===== src/rtl/seg7_scan_driver.sv =====
`default_nettype none
// ============================================================================
// Module      : seg7_scan_driver
// Description : Time-multiplexed scan driver for an 8-digit common-anode
//               seven-segment display. Each digit slot starts with a guard
//               interval where every anode is off. At the end of that interval
//               the returned character is sampled, hex-decoded and its anode
//               is lit for the rest of the slot.
// Ports       : clk            - system clock
//               reset          - asynchronous active-high reset
//               enable         - scan enable; low forces the display dark
//               one_char       - character code for the current slot
//               refreshcounter - current slot index (registered)
//               anode          - digit enables, active-low (registered)
//               seg            - segments {g,f,e,d,c,b,a}, active-low (registered)
//               dp             - decimal point, active-low, always off
//               frame_tick     - one-cycle pulse when the slot index wraps to 0
// Revision    : 1.0 - initial release
// ============================================================================
module seg7_scan_driver #(
    parameter int DIV_COUNT    = 100000,
    parameter int BLANK_CYCLES = 1000,
    parameter int NUM_DIGITS   = 7
) (
    input  logic       clk,
    input  logic       reset,
    input  logic       enable,
    input  logic [3:0] one_char,
    output logic [2:0] refreshcounter,
    output logic [7:0] anode,
    output logic [6:0] seg,
    output logic       dp,
    output logic       frame_tick
);

    localparam int               CNT_W      = $clog2(DIV_COUNT);
    localparam logic [CNT_W-1:0] CNT_LAST   = CNT_W'(DIV_COUNT - 1);
    localparam logic [CNT_W-1:0] BLANK_LAST = CNT_W'(BLANK_CYCLES - 1);
    localparam logic [2:0]       SLOT_LAST  = 3'(NUM_DIGITS - 1);
    localparam logic [7:0]       ANODE_OFF  = 8'hFF;
    localparam logic [6:0]       SEG_OFF    = 7'h7F;

    typedef enum logic [1:0] {
        IDLE  = 2'd0,
        BLANK = 2'd1,
        SHOW  = 2'd2
    } state_t;

    state_t           state;
    state_t           state_nxt;
    logic [CNT_W-1:0] cnt;
    logic [CNT_W-1:0] cnt_nxt;
    logic [2:0]       slot_nxt;
    logic [7:0]       anode_nxt;
    logic [6:0]       seg_nxt;
    logic             tick_nxt;

    // Hex character to active-low segment pattern {g,f,e,d,c,b,a}
    function automatic logic [6:0] hex_to_seg(input logic [3:0] h);
        logic [6:0] s;
        case (h)
            4'h0:    s = 7'h40;
            4'h1:    s = 7'h79;
            4'h2:    s = 7'h24;
            4'h3:    s = 7'h30;
            4'h4:    s = 7'h19;
            4'h5:    s = 7'h12;
            4'h6:    s = 7'h02;
            4'h7:    s = 7'h78;
            4'h8:    s = 7'h00;
            4'h9:    s = 7'h10;
            4'hA:    s = 7'h08;
            4'hB:    s = 7'h03;
            4'hC:    s = 7'h46;
            4'hD:    s = 7'h21;
            4'hE:    s = 7'h06;
            default: s = 7'h0E;
        endcase
        return s;
    endfunction

    always_ff @(posedge clk or posedge reset) begin
        if (reset) begin
            state          <= IDLE;
            cnt            <= '0;
            refreshcounter <= 3'd0;
            anode          <= ANODE_OFF;
            seg            <= SEG_OFF;
            frame_tick     <= 1'b0;
        end else begin
            state          <= state_nxt;
            cnt            <= cnt_nxt;
            refreshcounter <= slot_nxt;
            anode          <= anode_nxt;
            seg            <= seg_nxt;
            frame_tick     <= tick_nxt;
        end
    end

    always_comb begin
        state_nxt = state;
        cnt_nxt   = cnt;
        slot_nxt  = refreshcounter;
        anode_nxt = anode;
        seg_nxt   = seg;
        tick_nxt  = 1'b0;

        if (!enable) begin
            // Abandon the current slot; scanning restarts from slot 0
            state_nxt = IDLE;
            cnt_nxt   = '0;
            slot_nxt  = 3'd0;
            anode_nxt = ANODE_OFF;
            seg_nxt   = SEG_OFF;
        end else begin
            case (state)
                IDLE: begin
                    state_nxt = BLANK;
                    cnt_nxt   = '0;
                    slot_nxt  = 3'd0;
                    anode_nxt = ANODE_OFF;
                    seg_nxt   = SEG_OFF;
                end
                BLANK: begin
                    cnt_nxt   = cnt + 1'b1;
                    anode_nxt = ANODE_OFF;
                    seg_nxt   = SEG_OFF;
                    if (cnt == BLANK_LAST) begin
                        // Single sample point of one_char for this slot
                        state_nxt = SHOW;
                        seg_nxt   = hex_to_seg(one_char);
                        anode_nxt = ~(8'b1 << refreshcounter);
                    end
                end
                SHOW: begin
                    cnt_nxt = cnt + 1'b1;
                    if (cnt == CNT_LAST) begin
                        // New slot index becomes valid on the same edge that
                        // darkens the display, giving the mux the guard time
                        state_nxt = BLANK;
                        cnt_nxt   = '0;
                        anode_nxt = ANODE_OFF;
                        seg_nxt   = SEG_OFF;
                        if (refreshcounter == SLOT_LAST) begin
                            slot_nxt = 3'd0;
                            tick_nxt = 1'b1;
                        end else begin
                            slot_nxt = refreshcounter + 3'd1;
                        end
                    end
                end
                default: begin
                    state_nxt = IDLE;
                    cnt_nxt   = '0;
                    slot_nxt  = 3'd0;
                    anode_nxt = ANODE_OFF;
                    seg_nxt   = SEG_OFF;
                end
            endcase
        end
    end

    assign dp = 1'b1;

endmodule
`default_nettype wire


===== config.mk =====
export PLATFORM = sky130hd
export DESIGN_NAME = seg7_scan_driver
export DESIGN_NICKNAME = d
export VERILOG_FILES = /design/src/rtl/seg7_scan_driver.sv
export SDC_FILE = /design/constraint.sdc
export NUM_CORES = 1
export LEC_CHECK = 0
export CORE_MARGIN = 4
export CORE_UTILIZATION = 50
export DETAILED_ROUTE_END_ITERATION = 12
export GPL_TIMING_DRIVEN = 0
export PLACE_DENSITY = 0.73
export SYNTH_ARGS = -nofsm -noshare
export SYNTH_HDL_FRONTEND = slang
export SYNTH_SLANG_ARGS = --single-unit

===== constraint.sdc =====
create_clock -name clk -period 2.4 [get_ports clk]
set_input_delay 0.72 -clock clk [delete_from_list [all_inputs] [get_ports clk]]
set_output_delay 0.72 -clock clk [all_outputs]
set_load 0.02 [all_outputs]

**Word level (Yosys, flattened, before mapping)**

Memory sizes are Yosys's and may differ from the RTL's.
Index checks and enable logic that the tools add are counted.

- Output and inout bits: 20
- Input port bits: 7
- Register bits after elaboration: 38
- Logic and storage cells: 45
- Memory bits (read-only): 112
- Memories kept: 1

Memories:

| memory | words | width | rd ports | clocked after Yosys merged registers in | write ports | line | RTL |
|---|---|---|---|---|---|---|---|
| (no name shown) | 16 | 7 | 1 | 0 | 0 | 61 | `case (h)` |

- Shifts and indexed selects: 1
- Add/subtract/negate cells: 2
- Bitwise gates (word level): 1
- Equality and inequality tests: 8
- Reduce and logical (&&, ||, !) cells: 3
- Mux-type cells: 23

Operators by type and width:

| kind | number |
|---|---|
| $mux W17 | 2 |
| $pmux W17 S2 | 1 |
| $mux W8 | 3 |
| $mux W7 | 3 |
| $add A17 B1 Y17 const B | 1 |
| $eq A17 B10 Y1 const B | 1 |
| $eq A17 B17 Y1 const B | 1 |
| $pmux W8 S2 | 1 |
| $pmux W7 S2 | 1 |
| $mux W3 | 3 |
| $not A8 Y8 | 1 |
| $shl A1 B3 Y8 const A | 1 |
| $mux W2 | 3 |
| $ne A3 B3 Y1 const B | 2 |
| $pmux W2 S3 | 1 |
| $pmux W3 S2 | 1 |
| $mux W1 | 4 |
| $reduce_and A2 Y1 | 2 |
| $add A3 B1 Y3 const B | 1 |
| $eq A3 B3 Y1 const B | 1 |
| $eq A2 B1 Y1 const B | 1 |
| $eq A2 B2 Y1 const B | 1 |
| $logic_not A2 Y1 | 1 |
| $ne A2 B2 Y1 const B | 1 |

**Logic depth before layout (Yosys ltp)**

- Depth in word-level cells: 5
- Depth in mapped cells: 7
- Depth with buffers taken out: 6

**Worst setup path before layout**

Ideal clock, no wire load.

- Path kind: register -> register
- From: register cnt[6]
- To: register cnt[15]
- Period minus slack after synthesis: 1897 ps
- Path buffers: 1
- Data required time: 2281 ps
- Library setup time: 119 ps
- Cell stages (with the launch flop): 7
- Slack: 503 ps
- Data arrival time: 1778 ps
- Cell sequence: dfrtp_1 > nand4bb_1 > or3_4 > o311ai_4 > a21bo_2 > buf_4 > nor2_1

- Cells in the longest elaborated chain, start to end: 4
- Elaborated cells between the ends (all ways): 5
- Those cells by class: 1 x add/sub; 1 x eq/ne; 3 x mux

RTL lines:

| element | line | RTL |
|---|---|---|
| start: declaration | 51 | `logic [CNT_W-1:0] cnt;` |
| start signal: assignment | 92 | `cnt <= cnt_nxt;` |
| $add A17 B1 Y17 or $eq A17 B17 Y1 (tied branches) | 125, 136, 137 |  |
| $mux W17 | 137 | `if (cnt == CNT_LAST) begin` |
| $pmux W17 S2 (*) | 116 | `case (state)` |
| $mux W17 (*) | 108 | `if (!enable) begin` |
| named net cnt_nxt[15] | 52 | `logic [CNT_W-1:0] cnt_nxt;` |

The timed path passes the listed nets; every way through them passes the cells marked *.
A chain may end at the register's enable or synchronous reset.

**Worst setup path in the final report**

- From: input enable
- To: register anode[0]

- Cells in the longest elaborated chain, start to end: 1
- Elaborated cells between the ends (all ways): 2
- Those cells by class: 1 x eq/ne; 1 x mux

RTL lines:

| element | line | RTL |
|---|---|---|
| start: declaration | 27 | `input logic enable,` |
| $ne A3 B3 Y1 (no line) or $mux W8 (tied branches) | n/a |  |
| end signal: assignment | 94 | `anode <= anode_nxt;` |
| end: declaration | 30 | `output logic [7:0] anode,` |

Several ways; a longest one is shown, not always the timed one.

==> impl_metrics.py <==
metrics = {
    "status": {
        "status": "completed",
    },
    "global_route": {
        "antenna_found_initial": 0,
        "grt_util_all_layers": 0.177,
        "grt_pass1_wl_mm": 7.37,
        "grt_pass1_vias": 1645,
        "grt_max_degree": 39,
        "grt-ovfl-total": 0,
    },
    "clock_tree": {
        "ctsResizeCount": 0,
        "htree_levels": 2,
        "cts_tree": "built",
        "cts.root.buffer_cell": "clkbuf_8",
        "clockBufferDepth": 2,
        "cts_hold_buffers": 0,
        "post-cts-setup-buffers": 0,
        "cts_buffers": 5,
        "clkTransAtPathRegs_ns": 0.08,
        "clock_latency_ns": 0.29,
        "cts.sinks": 38,
    },
    "power": {
        "power.leakage_nw": 0.986,
        "total_power_w": 0.00120,
        "irDropWorstVdd_mv": 0.364,
        "p_per_area_nw_per_um2": 479,
    },
    "finish": {
        "finalNetCount": 268,
        "area_growth_pct": 19.5,
        "fin_cells": 299,
        "antennaDiodeCount": 0,
        "drive_gt1_frac": 0.157,
        "final_util": 0.621,
    },
    "place": {
        "dp_slack_ns": -0.208,
        "place_congestion": 0.798,
        "place_inst": 291,
        "io_buffer_count": 25,
        "dpl.hpwl_mm": 2.99,
    },
    "timing": {
        "tightestPinTransition_ns": 0.765,
        "fmax_mhz": 435,
        "slew_headroom": 0.489,
        "setup-tns-final_ns": 0,
        "period_share": 0.957,
        "hold_violations": 0,
        "fin_skew_ns": 0.0119,
        "slew_violations": 0,
        "min_period_ns": 2.30,
        "setup_slack_ns": 0.102,
        "rsz0062_at_grt": "no",
        "setup_violations": 0,
    },
    "setup_path": {
        "path_class": "input port to flip-flop",
        "cp-end-kind": "flip-flop",
        "critPathTopFamily": "simple AND/OR/NAND/NOR gates",
        "path_cells": "clkdlybuf4s50_1 > nand2_1 > nor4_4 > and2_1 > buf_4 > a31oi_1",
        "critPathMaxFanout": 8,
        "max_stage_delay_ns": 0.60,
        "startpoint_type": "input port",
        "required_ns": 2.61,
        "crit_arrival_ns": 2.51,
        "cp_slowest_cell": "clkdlybuf4s50_1",
        "timing.critical_path.buf_inv": 2,
    },
    "detailed_routing": {
        "firstDrtPassIters": 4,
        "dr.first_iter.drc_count": 105,
        "post_drt_wl_per_cell_um": 13.8,
        "drcViolationCount": 0,
        "antenna_left": 0,
        "via_per_inst": 5.44,
        "vias": 1628,
        "routed_wl_mm": 4.14,
    },
    "logic_synthesis": {
        "yosysMostFrequentCell": "nor2_1",
        "synth_area_leaders": "dfrtp_1, dfstp_2, ha_1, nor2_1, xnor2_1",
        "syn_area_um2": 2100,
        "yosysSeqAreaShare": 0.463,
        "synth_commonest_cells": "nor2_1, dfrtp_1, dfstp_2, nand2_1, ha_1",
        "ys_ff_latch": 38,
        "ys.flop_type": "dfrtp_1",
        "syn_nets": 236,
        "synth_edf_count": 0,
        "ys_warn_count": 0,
        "avgSynthCellArea_um2": 9.70,
        "synth_cells": 216,
        "synth_top_area_share": 0.275,
        "yosysTopAreaCell": "dfrtp_1",
        "synthArstFlopShare": 1.00,
        "synth_cell_types": 41,
    },
    "floorplan": {
        "rows": 23,
        "fp.dieH_um": 72.7,
        "io_pins": 27,
        "core-area_um2": 4030,
        "die_w_um": 72.7,
        "die_area_um2": 5290,
        "start_util": 0.520,
    },
    "flow_run": {
        "maxCapViolCount": 0,
    },
    "min_path": {
        "hold_path_class": "flip-flop to flip-flop",
    },
}
-- placed cells by master (no fill, tap or decap), types with 3 or more instances in the layout --
cell type,instances
nor3_1,5
dfrtp_1,23
clkdlybuf4s50_1,25
nor2_1,40
clkbuf_8,6
nor3b_1,3
o21ai_0,8
a21oi_1,9
a31oi_1,12
ha_1,13
buf_4,3
inv_1,10
and3_1,3
nand3_1,4
nor4_1,3
dfstp_2,15
xor2_1,6
mux2_2,3
and2_1,3
xnor2_1,9
nand2_1,15
-- state kept, by name (all words and copies together) (netlist names) --
| name | cells |
|---|---|
| state | 2 |
| frame_tick | 1 |
| cnt | 17 |
| anode | 8 |
| seg | 7 |
| refreshcounter | 3 |
-- cells by family after synthesis --
kind of cell,Yosys count,share of synthesized area
AO/OA/AOI/OAI,37,0.116
XOR/XNOR,15,0.0627
flip-flops,38,0.463
multiplexers,4,0.0209
adder cells (fa/ha/maj),13,0.0776
other,1,0.00179
AND/OR/NAND/NOR,90,0.219
buffers and inverters,18,0.0388
-- layer usage --
layer  vias up  global-route usage  wire, um
met3         8              0.0468       159
met4         0              0.0512        66
met1       784               0.224      1910
li1        806                   -         -
met5         -                   0         0
met2        30               0.296      2000
-- where the power goes --
part	leakage (nW)	internal (W)	switching [W]	total [W]
Sequential	0.478	0.000646	0.00000336	0.000649
Clock	0.0472	0.000231	0.000223	0.000454
Combinational	0.461	0.0000354	0.0000603	0.0000957
Total	0.986	0.000912	0.000287	0.00120
-- per-stage QoR --
step | instance area, um^2 | hold WS (ns)
global route | 2500 | 0.496
CTS | 2500 | 0.468
global placement | 2410 | 0.448
floorplan | 2100 | 0.424
finish | 2500 | 0.462
detailed placement | 2410 | 0.448
-- cell type report --
cell class	instances	area (um^2)
Fill cell	349	1530
Multi-Input combinational cell	160	1040
Sequential cell	38	970
Timing Repair Buffer	25	250
Clock buffer	6	82.6
Tap cell	50	62.6
Inverter	11	41.3
Buffer	7	40.0
Clock inverter	2	12.5
-- worst paths after layout --
path / from / endpoint / slack [ns] / depth (start not counted)
worst max-delay path: enable / anode[0]$_DFFE_PP1P_ / 0.10 / 6
worst min-delay path: cnt[0]$_DFF_PP0_ / cnt[0]$_DFF_PP0_ / 0.46 / 1
worst max register to register: cnt[0]$_DFF_PP0_ / cnt[14]$_DFF_PP0_ / 0.20 / 7
worst min register to register: cnt[0]$_DFF_PP0_ / cnt[0]$_DFF_PP0_ / 0.46 / 1
max in group asynchronous: reset / cnt[3]$_DFF_PP0_ / 1.02 / 2
min in group asynchronous: reset / cnt[1]$_DFF_PP0_ / 0.89 / 2
(Power assumes the default switching activity.)
